File: src/rtl/everloop_pkg.sv
// Shared types and constants for the Everloop LED frame-buffer controller.
package everloop_pkg;

  localparam int unsigned FRAME_BYTES_DEF = 141;

  typedef enum logic [1:0] {
    IDLE    = 2'd0,
    CLEAR   = 2'd1,
    PENDING = 2'd2,
    SWAP    = 2'd3
  } fb_state_t;

endpackage

File: src/rtl/everloop_fbuf.sv
// Double-banked LED byte store: one synchronous write port, one asynchronous read port.
module everloop_fbuf
  import everloop_pkg::*;
#(
  parameter int unsigned FRAME_BYTES = FRAME_BYTES_DEF
) (
  input  logic       clk,
  input  logic       i_we,
  input  logic       i_wsel,
  input  logic [7:0] i_waddr,
  input  logic [7:0] i_wdata,
  input  logic       i_rsel,
  input  logic [7:0] i_raddr,
  output logic [7:0] o_rdata_c
);

  localparam int unsigned AW = $clog2(FRAME_BYTES);

  logic [7:0] r_mem [2][FRAME_BYTES];

  always_ff @(posedge clk) begin
    if (i_we && (32'(i_waddr) < FRAME_BYTES)) begin
      r_mem[i_wsel][AW'(i_waddr)] <= i_wdata;
    end
  end

  // Addresses past the frame read as zero rather than aliasing into the bank.
  assign o_rdata_c = (32'(i_raddr) < FRAME_BYTES) ? r_mem[i_rsel][AW'(i_raddr)] : 8'h00;

endmodule

File: src/rtl/everloop_fb_ctrl.sv
// Everloop frame-buffer controller: host writes/clears the back bank, swaps at frame boundaries.
// Optional EVERLOOP_DIM_EN adds a brightness input that scales led_data.
module everloop_fb_ctrl
  import everloop_pkg::*;
#(
  parameter int unsigned FRAME_BYTES = FRAME_BYTES_DEF
) (
  input  logic       clk,
  input  logic       rst_n,
  input  logic       wr_en,
  input  logic [7:0] wr_addr,
  input  logic [7:0] wr_data,
  output logic       wr_ready,
  input  logic       commit,
  input  logic       clear,
  output logic       commit_done,
  output logic       frame_tick,
  input  logic [7:0] led_addr,
`ifdef EVERLOOP_DIM_EN
  input  logic [7:0] brightness,
`endif
  output logic [7:0] led_data
);

  fb_state_t  r_state;
  fb_state_t  w_state_nxt;
  logic       r_front_sel;
  logic       w_front_nxt;
  logic [7:0] r_clr_cnt;
  logic [7:0] w_clr_cnt_nxt;
  logic       r_wr_ready;
  logic       r_commit_done;
  logic       r_frame_tick;
  logic       r_prev_ne;
  logic       w_boundary;
  logic       w_we;
  logic [7:0] w_waddr;
  logic [7:0] w_wdata;
  logic [7:0] w_rdata;

  // Boundary: led_addr arrives at FRAME_BYTES after being elsewhere.
  assign w_boundary = (32'(led_addr) == FRAME_BYTES) && r_prev_ne;

  always_ff @(posedge clk) begin
    if (!rst_n) begin
      r_state       <= IDLE;
      r_front_sel   <= 1'b0;
      r_clr_cnt     <= '0;
      r_wr_ready    <= 1'b1;
      r_commit_done <= 1'b0;
      r_frame_tick  <= 1'b0;
      r_prev_ne     <= 1'b0;
    end else begin
      r_state       <= w_state_nxt;
      r_front_sel   <= w_front_nxt;
      r_clr_cnt     <= w_clr_cnt_nxt;
      r_wr_ready    <= (w_state_nxt == IDLE);
      r_commit_done <= (r_state == SWAP);
      r_frame_tick  <= w_boundary;
      r_prev_ne     <= (32'(led_addr) != FRAME_BYTES);
    end
  end

  always_comb begin
    w_state_nxt   = r_state;
    w_front_nxt   = r_front_sel;
    w_clr_cnt_nxt = r_clr_cnt;
    w_we          = 1'b0;
    w_waddr       = wr_addr;
    w_wdata       = wr_data;
    case (r_state)
      IDLE: begin
        w_we = wr_en && (32'(wr_addr) < FRAME_BYTES);
        // Clear wins over a simultaneous commit; the commit is dropped.
        if (clear) begin
          w_state_nxt   = CLEAR;
          w_clr_cnt_nxt = '0;
        end else if (commit) begin
          w_state_nxt = PENDING;
        end
      end
      CLEAR: begin
        w_we          = 1'b1;
        w_waddr       = r_clr_cnt;
        w_wdata       = 8'h00;
        w_clr_cnt_nxt = r_clr_cnt + 8'd1;
        if (32'(r_clr_cnt) == FRAME_BYTES - 1) begin
          w_state_nxt   = IDLE;
          w_clr_cnt_nxt = '0;
        end
      end
      PENDING: begin
        if (w_boundary) begin
          w_state_nxt = SWAP;
        end
      end
      SWAP: begin
        w_front_nxt = ~r_front_sel;
        w_state_nxt = IDLE;
      end
      default: w_state_nxt = IDLE;
    endcase
  end

  everloop_fbuf #(
    .FRAME_BYTES (FRAME_BYTES)
  ) u_fbuf (
    .clk       (clk),
    .i_we      (w_we && rst_n),
    .i_wsel    (~r_front_sel),
    .i_waddr   (w_waddr),
    .i_wdata   (w_wdata),
    .i_rsel    (r_front_sel),
    .i_raddr   (led_addr),
    .o_rdata_c (w_rdata)
  );

`ifdef EVERLOOP_DIM_EN
  logic [15:0] w_scaled;
  // brightness+1 makes 255 an exact pass-through after the >>8.
  assign w_scaled = 16'(w_rdata) * (16'(brightness) + 16'd1);
  assign led_data = 8'(w_scaled >> 8);
`else
  assign led_data = w_rdata;
`endif

  assign wr_ready    = r_wr_ready;
  assign commit_done = r_commit_done;
  assign frame_tick  = r_frame_tick;

endmodule

File: config.mk
export PLATFORM = sky130hd
export DESIGN_NAME = everloop_fb_ctrl
export DESIGN_NICKNAME = d
export VERILOG_FILES = /design/src/rtl/everloop_pkg.sv /design/src/rtl/everloop_fbuf.sv /design/src/rtl/everloop_fb_ctrl.sv
export SDC_FILE = /design/constraint.sdc
export NUM_CORES = 2
export LEC_CHECK = 0
export CORE_MARGIN = 2
export CORE_UTILIZATION = 54
export DETAILED_ROUTE_END_ITERATION = 8
export GPL_TIMING_DRIVEN = 0
export PLACE_DENSITY = 0.7
export SYNTH_ARGS = -nofsm -noshare
export SYNTH_HDL_FRONTEND = slang
export SYNTH_SLANG_ARGS = --single-unit
export TNS_END_PERCENT = 100
File: constraint.sdc
create_clock -name clk -period 6.75 [get_ports clk]
set_input_delay 1.35 -clock clk [delete_from_list [all_inputs] [get_ports clk]]
set_output_delay 1.35 -clock clk [all_outputs]
set_load 0.02 [all_outputs]
==> out/qor.txt <==
outcome - finished, violations left
failing checks - setup timing
Fmax - 142 MHz
crit path cell chain - clkbuf_2 -> clkbuf_1 -> clkbuf_1 -> a41oi_2 -> a221oi_2 -> o21ai_1 -> clkdlybuf4s50_1
endpoints failing setup - 8
Rows - 148
first-pass GRT wire length - 384000 um
layout cell share with drive strength beyond 1 - 23.4%
Peak supply drop - 225 uV
via count - 49.5k
fin nets - 4712
slew of the pin with the lowest slew margin - 1.22 ns
post-route cell area - 100000 um2
clk_lat worst skew - 0.89 ns
Final ANT Viol Nets - 0
TritonCTS buffer count - 217
Post-synth EDFFs - 2256
reg-to-reg endpoint - u_fbuf.r_mem[1][77]$_DFFE_PP_
sum of negative setup slack - -1.69 ns
Max-Cap Viols - 0
syn nets - 4432
largest net degree at the start of global routing - 101
Post-Syn Area - 88900 um2
hold crit path type - reg2reg
Fin Clk Skew - 0.0392 ns
Final Wtd Congestion - 1.01
worst-case register-to-register setup slack - 2.16 ns
worst-path maximum fanout - 10
Area growth syn-to-layout - 12.9%
initial DRC count - 9057
Sink Count - 2272
Routed WL - 285000 um
Die H - 410 um
cell area power density - 296 nW/um2
Detailed Routing Iterations Pass 1 - 6
critical path required time - 5.40 ns
die area - 168000 um2
ys async rst share - 0%
H-tree depth - 4
vias per cell - 7.01
CTS Root Cell - clkbuf_16
WS Path Type - in2out
starting density of the core - 54.5%
syn_area_per_cell - 20.2 um2
IO Pins - 40
HPWL after DPL - 192000 um
Worst path slowest cell - clkbuf_1
final slew viol count - 0
Worst EP arrival - 5.71 ns
Buf/Inv on CP - 4
Synth Instances - 4401
relative slew slack - 18.9%
count of final hold-check violations - 0
yosys warns - 0
Tmin final - 7.06 ns
DRC Markers - 0
Most used DFF post-synth - edfxtp_1
die span in x - 410 um
cell family with most CP delay - buffers and inverters
P_leak - 30.7 nW
gr ovfl total - 0
Design Power - 29.7 mW
Placed Area - 92700 um2
post-synth cell types - 69
sequential area share after synthesis - 76.5%
logic depth of the worst path, buffers included - 7
clk buf depth - 3
CP endpoint kind - output pin
clock slew at reported path FFs - 0.06 ns
crit path launch - led_addr[4]
antenna violations before repair - 18
core area - 163000 um2
CTS tree - yes
Total GRT Usage - 33.9%
Worst Reg-to-Reg Cells - 8
R2R Path Start - r_state[1]$_SDFF_PN0_
routed len/inst - 40.3 um
most used cell, CP - clkbuf_1
Critical Path Max Stage Delay - 0.97 ns
crit share post-route - 105%
CP endpoint - led_data[5]
vias in the first global route - 47.0k
Worst setup SP type - input port
port buffer count - 35
fin util - 61.5%
Final WS setup - -0.309 ns
#FFs+latches synth - 2272
## through the flow
step	hold slack [ns]	instances	setup WS, ns
after global routing	0.594	7044	-0.0131
after detailed placement	0.520	6638	-2.14
after global placement	0.522	6611	-4.02
after floorplan	0.484	4401	0.897
after CTS	0.532	7043	0.00153
final	0.539	7062	-0.309
## routing by layer
| metal | wire length [um] | up-vias | global-route usage (%) |
|---|---|---|---|
| met3 | 43600 | 837 | 12.9 |
| li1 | - | 18800 | - |
| met1 | 98200 | 25500 | 44.9 |
| met5 | 127 | - | 0 |
| met2 | 122000 | 4368 | 47.7 |
| met4 | 20800 | 16 | 21.0 |
## cell families after synthesis
logic type / synth area share [%]
muxes: 14.9
DFF: 76.5
and+or+nand+nor: 2.83
xor gates and xnor gates: 0.00985
AOI/OAI and AO/OA: 3.89
adders and majority gates: 0.0281
buffers and inverters: 1.75
## timing repair
item	CTS	global route
pin swaps	5	0
hold buffers	0	0
setup buffers	2	0
endpoints found under the setup margin	8	8
resized for setup	207	21
hold endpoints to repair	0	0
## final cells by class
class,count,area [um2]
antenna,19,47.5
buffer,273,1820
clock buffer,260,5680
clock inverter,146,1340
fill,11200,62800
inverter,9,33.8
multi-input combinational,1844,19600
sequential,2272,68100
tap,2175,2720
timing repair buffer,64,1060
## cell usage after synthesis (all sizes together), types with 3 or more instances
master | count | area (um2)
nand3 | 18 | 90.1
a31oi | 8 | 50.1
or3 | 14 | 92.6
nor2 | 315 | 1250
o21ai | 71 | 355
nor2b | 15 | 93.8
a2111oi | 5 | 56.3
nor4 | 5 | 31.3
o31ai | 5 | 37.5
a41oi | 10 | 87.6
o22ai | 54 | 338
dfxtp | 16 | 320
nand2 | 128 | 561
nor3 | 27 | 135
o311ai | 13 | 114
o221ai | 52 | 455
nand2b | 9 | 56.3
o221a | 3 | 33.8
and3 | 3 | 18.8
buf | 157 | 1080
a211oi | 27 | 203
mux2i | 301 | 3030
o22a | 11 | 96.3
mux2 | 25 | 282
clkbuf | 119 | 447
mux4 | 443 | 9980
a22oi | 73 | 548
inv | 9 | 33.8
o32a | 11 | 110
or2 | 3 | 18.8
a221oi | 21 | 184
and2 | 17 | 106
a21oi | 130 | 651
edfxtp | 2256 | 67700
## tightest hold or removal path, cell delays in order, from the launching register on
cell and delay (ns):
dfxtp_1 0.35, o21ai_0 0.09, a21oi_1 0.06
## cells in the final DEF, fill, tap and decap left out, types with 57 or more instances in the layout
cell,instances
a21oi_1,128
a22oi_1,73
buf_4,57
clkbuf_1,84
clkbuf_16,221
clkinv_1,58
edfxtp_1,2256
mux2i_1,298
mux4_2,443
nand2_1,112
nor2_1,284
o21ai_0,57
## state kept, by name (all words and copies together), names as in the netlist, named ones only
name,cells
r_front_sel,1
commit_done,1
frame_tick,1
r_state,2
u_fbuf.r_mem,2256
r_clr_cnt,8
r_prev_ne,1
wr_ready,1
## where the power goes
| group | internal [mW] | switching [mW] | total [mW] |
|---|---|---|---|
| logic | 0.513 | 1.39 | 1.90 |
| registers | 15.7 | 0.00451 | 15.7 |
| clock network | 6.77 | 5.39 | 12.2 |
## worst min path at each step
stage                                         start                         to  slack, ns  cells after the start
final                     r_clr_cnt[7]$_SDFFE_PN0P_  r_clr_cnt[7]$_SDFFE_PN0P_       0.54                      2
after global routing      r_clr_cnt[7]$_SDFFE_PN0P_  r_clr_cnt[7]$_SDFFE_PN0P_       0.59                      2
after floorplan           r_clr_cnt[7]$_SDFFE_PN0P_  r_clr_cnt[7]$_SDFFE_PN0P_       0.48                      2
after global placement    r_clr_cnt[7]$_SDFFE_PN0P_  r_clr_cnt[7]$_SDFFE_PN0P_       0.52                      2
after CTS                 r_clr_cnt[7]$_SDFFE_PN0P_  r_clr_cnt[7]$_SDFFE_PN0P_       0.53                      2
after detailed placement  r_clr_cnt[7]$_SDFFE_PN0P_  r_clr_cnt[7]$_SDFFE_PN0P_       0.52                      2
Power figures use the tool's default switching activity.
